<file path="config.mk">
export PLATFORM = sky130hd
export DESIGN_NAME = axi3_intbus_bridge
export DESIGN_NICKNAME = d
export VERILOG_FILES = /design/src/rtl/axi3_intbus_bridge.sv
export SDC_FILE = /design/constraint.sdc
export NUM_CORES = 1
export LEC_CHECK = 0
export BUFFER_PORTS_ARGS = -buffer_cell sky130_fd_sc_hd__buf_2
export CAP_MARGIN = 40
export CORE_AREA = 2 2 121 123
export CTS_BUF_LIST = sky130_fd_sc_hd__clkbuf_8
export CTS_CLUSTER_SIZE = 20
export DETAILED_ROUTE_END_ITERATION = 10
export DIE_AREA = 0 0 123 125
export RECOVER_POWER = 25
export SLEW_MARGIN = 20
export SYNTH_ARGS = -nofsm -noshare
export SYNTH_HDL_FRONTEND = slang
export SYNTH_SLANG_ARGS = --single-unit
export TNS_END_PERCENT = 10
</file>
<file path="constraint.sdc">
create_clock -name aclk -period 1.8 [get_ports aclk]
set_clock_uncertainty 0.05 [all_clocks]
set_input_delay 0.09 -clock aclk [delete_from_list [all_inputs] [get_ports aclk]]
set_output_delay 0.09 -clock aclk [all_outputs]
set_load 0.01 [all_outputs]
</file>
<file path="src/rtl/axi3_intbus_bridge.sv">
// AXI3 slave to simple internal register bus bridge: one transaction at a time,
// every burst treated as INCR over full 32-bit words, all responses OKAY.
module axi3_intbus_bridge #(
   parameter int ADDR_WIDTH = 16,
   parameter int ID_WIDTH   = 12
) (
   input  logic                  aclk,
   input  logic                  aresetn,
   input  logic                  awvalid,
   output logic                  awready,
   input  logic [31:0]           awaddr,
   input  logic [ID_WIDTH-1:0]   awid,
   input  logic [3:0]            awlen,
   input  logic [2:0]            awsize,
   input  logic [1:0]            awburst,
   input  logic                  wvalid,
   output logic                  wready,
   input  logic [31:0]           wdata,
   input  logic [3:0]            wstrb,
   input  logic                  wlast,
   input  logic [ID_WIDTH-1:0]   wid,
   output logic                  bvalid,
   input  logic                  bready,
   output logic [1:0]            bresp,
   output logic [ID_WIDTH-1:0]   bid,
   input  logic                  arvalid,
   output logic                  arready,
   input  logic [31:0]           araddr,
   input  logic [ID_WIDTH-1:0]   arid,
   input  logic [3:0]            arlen,
   input  logic [2:0]            arsize,
   input  logic [1:0]            arburst,
   output logic                  rvalid,
   input  logic                  rready,
   output logic [31:0]           rdata,
   output logic [1:0]            rresp,
   output logic [ID_WIDTH-1:0]   rid,
   output logic                  rlast,
   output logic [ADDR_WIDTH-1:0] int_addr,
   output logic [31:0]           int_wdata,
   output logic                  int_wr,
   output logic                  int_rd,
   input  logic [31:0]           int_rdata
);

   typedef enum logic [2:0] {
      IDLE     = 3'd0,
      WR_DATA  = 3'd1,
      WR_RESP  = 3'd2,
      RD_ISSUE = 3'd3,
      RD_WAIT  = 3'd4,
      RD_DATA  = 3'd5
   } state_t;

   state_t                state, state_nxt;
   logic [ADDR_WIDTH-1:0] addr, addr_nxt;
   logic [ID_WIDTH-1:0]   id, id_nxt;
   logic [3:0]            beats, beats_nxt;
   logic [31:0]           rdata_q, rdata_nxt;
   logic                  unused_ok;

   // Size, burst type, strobes, wlast, wid and address bits outside the word window carry no meaning here.
   assign unused_ok = ^{awaddr, araddr, awsize, arsize, awburst, arburst, wstrb, wlast, wid};

   assign bresp     = 2'b00;
   assign rresp     = 2'b00;
   assign int_addr  = addr;
   assign rdata     = rdata_q;
   assign int_wdata = int_wr ? wdata : 32'd0;

   // State and transaction context registers.
   always_ff @(posedge aclk or negedge aresetn) begin
      if (!aresetn) begin
         state   <= IDLE;
         addr    <= '0;
         id      <= '0;
         beats   <= 4'd0;
         rdata_q <= 32'd0;
      end else begin
         state   <= state_nxt;
         addr    <= addr_nxt;
         id      <= id_nxt;
         beats   <= beats_nxt;
         rdata_q <= rdata_nxt;
      end
   end

   // Next-state, context updates and channel handshake outputs.
   always_comb begin
      state_nxt = state;
      addr_nxt  = addr;
      id_nxt    = id;
      beats_nxt = beats;
      rdata_nxt = rdata_q;
      awready   = 1'b0;
      arready   = 1'b0;
      wready    = 1'b0;
      bvalid    = 1'b0;
      bid       = '0;
      rvalid    = 1'b0;
      rid       = '0;
      rlast     = 1'b0;
      int_wr    = 1'b0;
      int_rd    = 1'b0;
      case (state)
         IDLE: begin
            // Write wins when both address channels are valid together.
            if (awvalid) begin
               awready   = 1'b1;
               addr_nxt  = awaddr[ADDR_WIDTH+1:2];
               id_nxt    = awid;
               beats_nxt = awlen;
               state_nxt = WR_DATA;
            end else if (arvalid) begin
               arready   = 1'b1;
               addr_nxt  = araddr[ADDR_WIDTH+1:2];
               id_nxt    = arid;
               beats_nxt = arlen;
               state_nxt = RD_ISSUE;
            end else begin
               state_nxt = IDLE;
            end
         end
         WR_DATA: begin
            wready = 1'b1;
            if (wvalid) begin
               int_wr   = 1'b1;
               addr_nxt = addr + ADDR_WIDTH'(1);
               // Beat count alone ends the burst; wlast is not consulted.
               if (beats == 4'd0) begin
                  state_nxt = WR_RESP;
               end else begin
                  beats_nxt = beats - 4'd1;
               end
            end else begin
               state_nxt = WR_DATA;
            end
         end
         WR_RESP: begin
            bvalid = 1'b1;
            bid    = id;
            if (bready) begin
               state_nxt = IDLE;
            end else begin
               state_nxt = WR_RESP;
            end
         end
         RD_ISSUE: begin
            int_rd    = 1'b1;
            state_nxt = RD_WAIT;
         end
         RD_WAIT: begin
            rdata_nxt = int_rdata;
            state_nxt = RD_DATA;
         end
         RD_DATA: begin
            rvalid = 1'b1;
            rid    = id;
            rlast  = (beats == 4'd0);
            if (rready) begin
               if (beats == 4'd0) begin
                  state_nxt = IDLE;
               end else begin
                  addr_nxt  = addr + ADDR_WIDTH'(1);
                  beats_nxt = beats - 4'd1;
                  state_nxt = RD_ISSUE;
               end
            end else begin
               state_nxt = RD_DATA;
            end
         end
         default: begin
            state_nxt = IDLE;
         end
      endcase
   end

endmodule

</file>
Yosys cells after proc, flatten, opt, wreduce, memory -nomap -nowiden:

Index checks and enable logic that the tools add are counted.

* bits in registers: 67
* bits in latches: 0
* RAM bits: 0
* memory bits (read-only): 0
* bits of input ports: 194
* output and inout port bits: 116
* memories kept: 0

* add/sub/neg operators: 2
* multiply operators: 0
* div/mod/pow operators: 0
* order comparisons: 0
* equality and inequality tests: 10
* shifts and indexed selects: 0
* multiplexer cells: 37
* bitwise logic cells: 0
* reduce and logical (&&, ||, !) cells: 7

Operator list (count)
* $mux W16: 5
* $mux W12: 4
* $pmux W16 S3: 1
* $mux W32: 1
* $mux W4: 5
* $pmux W3 S6: 1
* $add A16 B1 Y16 const B: 1
* $mux W1: 12
* $pmux W4 S3: 1
* $mux W3: 3
* $mux W2: 4
* $eq A3 B2 Y1 const B: 2
* $eq A3 B3 Y1 const B: 2
* $ne A2 B2 Y1 const B: 3
* $ne A3 B3 Y1 const B: 2
* $reduce_and A5 Y1: 1
* $logic_not A4 Y1: 1
* $reduce_and A4 Y1: 1
* $sub A4 B1 Y4 const B: 1
* $eq A3 B1 Y1 const B: 1
* $logic_not A3 Y1: 1
* $reduce_bool A3 Y1: 1
* $reduce_and A2 Y1: 1
* $reduce_bool A2 Y1: 1

Depth between registers and ports, before layout:

* depth in word-level cells: 4
* depth in mapped cells: 7
* depth with buffers taken out: 6

Worst setup path after synthesis:

Ideal clock, no wire load.

* path kind: register to register
* start: register addr[0], in the netlist int_addr[0]
* end: register addr[14], in the netlist int_addr[14]
* arrival time: 1547 ps
* data required time: 1617 ps
* path slack: 70 ps
* stages on the path, launching flop included: 6
* period minus slack after synthesis: 1730 ps
* path through: dfrtp_1 ha_1 nand4_1 or4_1 nand3_1 o211ai_1

* longest elaborated chain between the ends: 4
* elaborated cells between the ends (all ways): 5
* those cells by class: add/sub: 1; mux: 4

RTL lines
* start: declaration: RTL line 56 `logic [ADDR_WIDTH-1:0] addr, addr_nxt;`
* start signal: assignment: RTL line 81 `addr <= addr_nxt;`
* $add A16 B1 Y16 *: RTL line 128, 164
* $mux W16: RTL line 161 `if (beats == 4'd0) begin`
* $mux W16: RTL line 160 `if (rready) begin`
* $pmux W16 S3 *: RTL line 105 `case (state)`

Every way passes the cells marked *; elsewhere a longest branch is shown, timed or not. The select of a mux whose other input is x is not followed.
A chain may end at the register's enable or synchronous reset.

Worst setup path after layout:

* start: register state[0]
* end: register addr[12], in the netlist int_addr[12]

* longest elaborated chain between the ends: 3
* elaborated cells between the ends (all ways): 10
* those cells by class: eq/ne: 6; mux: 1; reduce/logical: 3

RTL lines
* start: declaration: RTL line 55 `state_t state, state_nxt;`
* start signal: assignment: RTL line 80 `state <= state_nxt;`
* $eq A3 B3 Y1 (tied with other cells): RTL line 105
* $ne A2 B2 Y1 (no source line) (tied with other cells)
* $reduce_and A5 Y1 (no source line)

Parallel ways exist; a longest one is shown, timed or not.

==> summary.md <==
| Metric | Value |
|---|---|
| Clock Latency Late Sink | 340 ps |
| First-pass GRT wire length | approximately 22000 microns |
| Crit-path max cell delay | ~470 ps |
| Top cells by count, synth | 67 x dfrtp_1, 47 x and3_1, 35 x mux2_2, 35 x nor2_1, 28 x mux2i_1 |
| Top_reg_cell synth | dfrtp_1 |
| Critical Path AT | 1930 ps |
| PortBufs | between 200 and 250 |
| Vias per inst | 4.91 |
| MaxCap Viol Count | 0 |
| Clock Path Buffers | 2 |
| Cell count after synthesis | 413 |
| CP Max Fanout | 10 |
| Initial antenna violation count | 0 |
| Post-synth EDFFs | 0 |
| Yosys warnings | 0 |
| CP bufs+invs | 1 |
| DIE AREA | roughly 15000 sq um |
| Root Driver | clkbuf_8 |
| Worst slew pin tran | 945 ps |
| Leakage power | 3.39 nW |
| Unique masters post-synth | 55 |
| Total gr overflow | 0 |
| Fin crit share | 0.977 |
| Area contributors post-synth | dfrtp_1 42%, mux2_2 9.8%, and3_1 7.3% |
| Req. time, crit path | 1970 ps |
| Cell Pwr Density | 1520 nW/um^2 |
| CP startpoint | state[0]$_DFFE_PN0P_ |
| CTS sink count | 67 |
| CP cell instances | or3_4 > and3_4 > buf_12 > nor2_4 > o221ai_1 |
| Crit start category | register |
| GRT Util Overall | 0.180 |
| Finish-stage setup viols | 0 |
| Row count | 44 |
| Die height | 125 microns |
| Die Span X | 123 microns |
| Reg-to-Reg Start | state[0]$_DFFE_PN0P_ |
| Syn_area_per_cell | 9.78 sq um |
| Final min period | between 1500 and 2000 ps |
| Post-synthesis to final-layout area growth | 62.2% |
| Vias in the first global route | 4541 |
| Max-slew violation count | 0 |
| Synth area leader | dfrtp_1 |
| Most common cell in the netlist | dfrtp_1 |
| Largest net degree at the start of global routing | 68 |
| Max Freq | 569 MHz |
| Via count | 4496 |
| Post-Route Utilization | 0.461 |
| Starting Density | 0.284 |
| Htree depth | 3 |
| Fin nets | 922 |
| Layout cells sized above 1 | 0.501 |
| Top-area cell type share of the netlist area | 0.415 |
| GPL Wtd Cong | 0.854 |
| FF+latch count, synth | 67 |
| Antenna diode instance count | 0 |
| Tot Pwr | around 10 mW |
| Slew Limit Headroom | 0.370 |
| Worst vdd ir | 668 uV |
| Cell Area, Synth | 4040 sq um |
| Hold Crit Start | awid[4] |
| Final Hold Vio Count | 0 |
| Dpl hpwl | ~10000 microns |
| CTS clock-pin slew for the worst setup and hold paths | 90 ps |
| Post-route worst setup slack | 41.7 ps |
| Core area | between 10000 and 15000 sq um |
| Setup crit end kind | register |
| CP delay by family, top | simple AND/OR/NAND/NOR gates |
| Setup TNS | 0 ps |
| Drt initial violations | 184 |
| CP max-delay cell | dfrtp_2 |
| Outcome | finished, final reports clean |
| IO Count | 310 |
| Hold WS | 11.8 ps |
| DRC violations left | 0 |
| Critical setup path kind | reg2reg |
| CTS Buf Count | 9 |
| RSZ-0062 raised after global routing | true |
| Pre-CTS setup slack | 21.6 ps |
| Pre-Repair DR Iteration Count | 5 |
| Antenna viol nets, final | 0 |
| Post-synthesis sequential area ratio | 0.415 |
| Routed Wire Length | 14200 microns |
| TritonCTS clock tree | yes |
| Hold Crit Class | in2reg |
| Wire per inst | 15.6 microns |
| Post-synthesis async set-or-reset flop share | 1.00 |
## registers in the layout, indices dropped and copies added, names as in the netlist
name      cells
beats         4
id           12
int_addr     16
rdata        32
state         3
## per-layer routing
layer | wire [microns] | global-route usage
met4 | 146 | 0.0434
met3 | 1260 | 0.0438
met2 | 7690 | 0.345
met5 | 0 | 0
met1 | 5130 | 0.193
## metrics by stage
step | std cells | area (sq um)
final | 915 | 6550
after global routing | 915 | 6550
after CTS | 913 | 6450
after detailed placement | 844 | 5650
after global placement | 844 | 5650
after floorplan | 416 | 4050
## layout by cell type (no fill, tap or decap), drive strengths merged, types with 4 or more instances in the layout
cell,instances
nand4,5
nand2,11
clkbuf,10
a21oi,27
or3,4
and2,14
mux2,35
o22ai,6
buf,284
nor3,11
dfrtp,67
and3,47
conb,4
nor2,37
inv,12
mux2i,28
nand3,11
o21ai,14
dlygate4sd3,49
a211oi,5
## cell type report
type	count	area, sq um
multi-input cells	307	2260
clock buffers	9	124
fillers	1365	7650
inverters	7	26.3
repair buffers	334	2150
well taps	184	230
flip-flops and latches	67	1680
clock inverters	7	81.3
## worst paths after layout
path | to | slack [ps] | depth (start not counted)
max in group asynchronous | state[2]$_DFFE_PN0P_ | 570 | 3
min in group asynchronous | int_addr[3]$_DFFE_PN0P_ | 480 | 3
hold reg to reg | rdata[26]$_DFFE_PN0N_ | 460 | 1
setup reg to reg | int_addr[12]$_DFFE_PN0P_ | 40 | 5
hold / removal | id[4]$_DFFE_PN0P_ | 10 | 3
setup / recovery | int_addr[12]$_DFFE_PN0P_ | 40 | 5
## power by group
part	switching, mW	internal (mW)	leakage, nW	total, mW
combinational	2.90	2.82	2.51	5.72
clock	0.685	0.665	0.102	1.35
sequential	0.619	2.28	0.785	2.90
## cell families after synthesis
group | count (synthesis) | share of synthesized area
other | 1 | 0.000929
AOI/OAI and AO/OA | 79 | 0.129
adders and majority gates | 2 | 0.00620
buffers and inverters | 42 | 0.0555
and+or+nand+nor | 159 | 0.227
muxes | 63 | 0.167
DFF | 67 | 0.415
## timing repair
| action | CTS | global route |
|---|---|---|
| setup buffers | 3 | 2 |
| gates resized for setup | 22 | 24 |
| gates cloned | 1 | 0 |
| pin swaps | 0 | 5 |
| hold endpoints to repair | 108 | 0 |
| hold buffers | 49 | 0 |
| endpoints found under the setup margin | 61 | 46 |
## worst register-to-register path: cells and delay by family (launching register included)
family                 cells  cell delay, ps
buffers and inverters      1             140
AOI/OAI and AO/OA          1             150
and+or+nand+nor            3             840
DFF                        1             470
No activity file was read; power rests on OpenSTA's default activity.
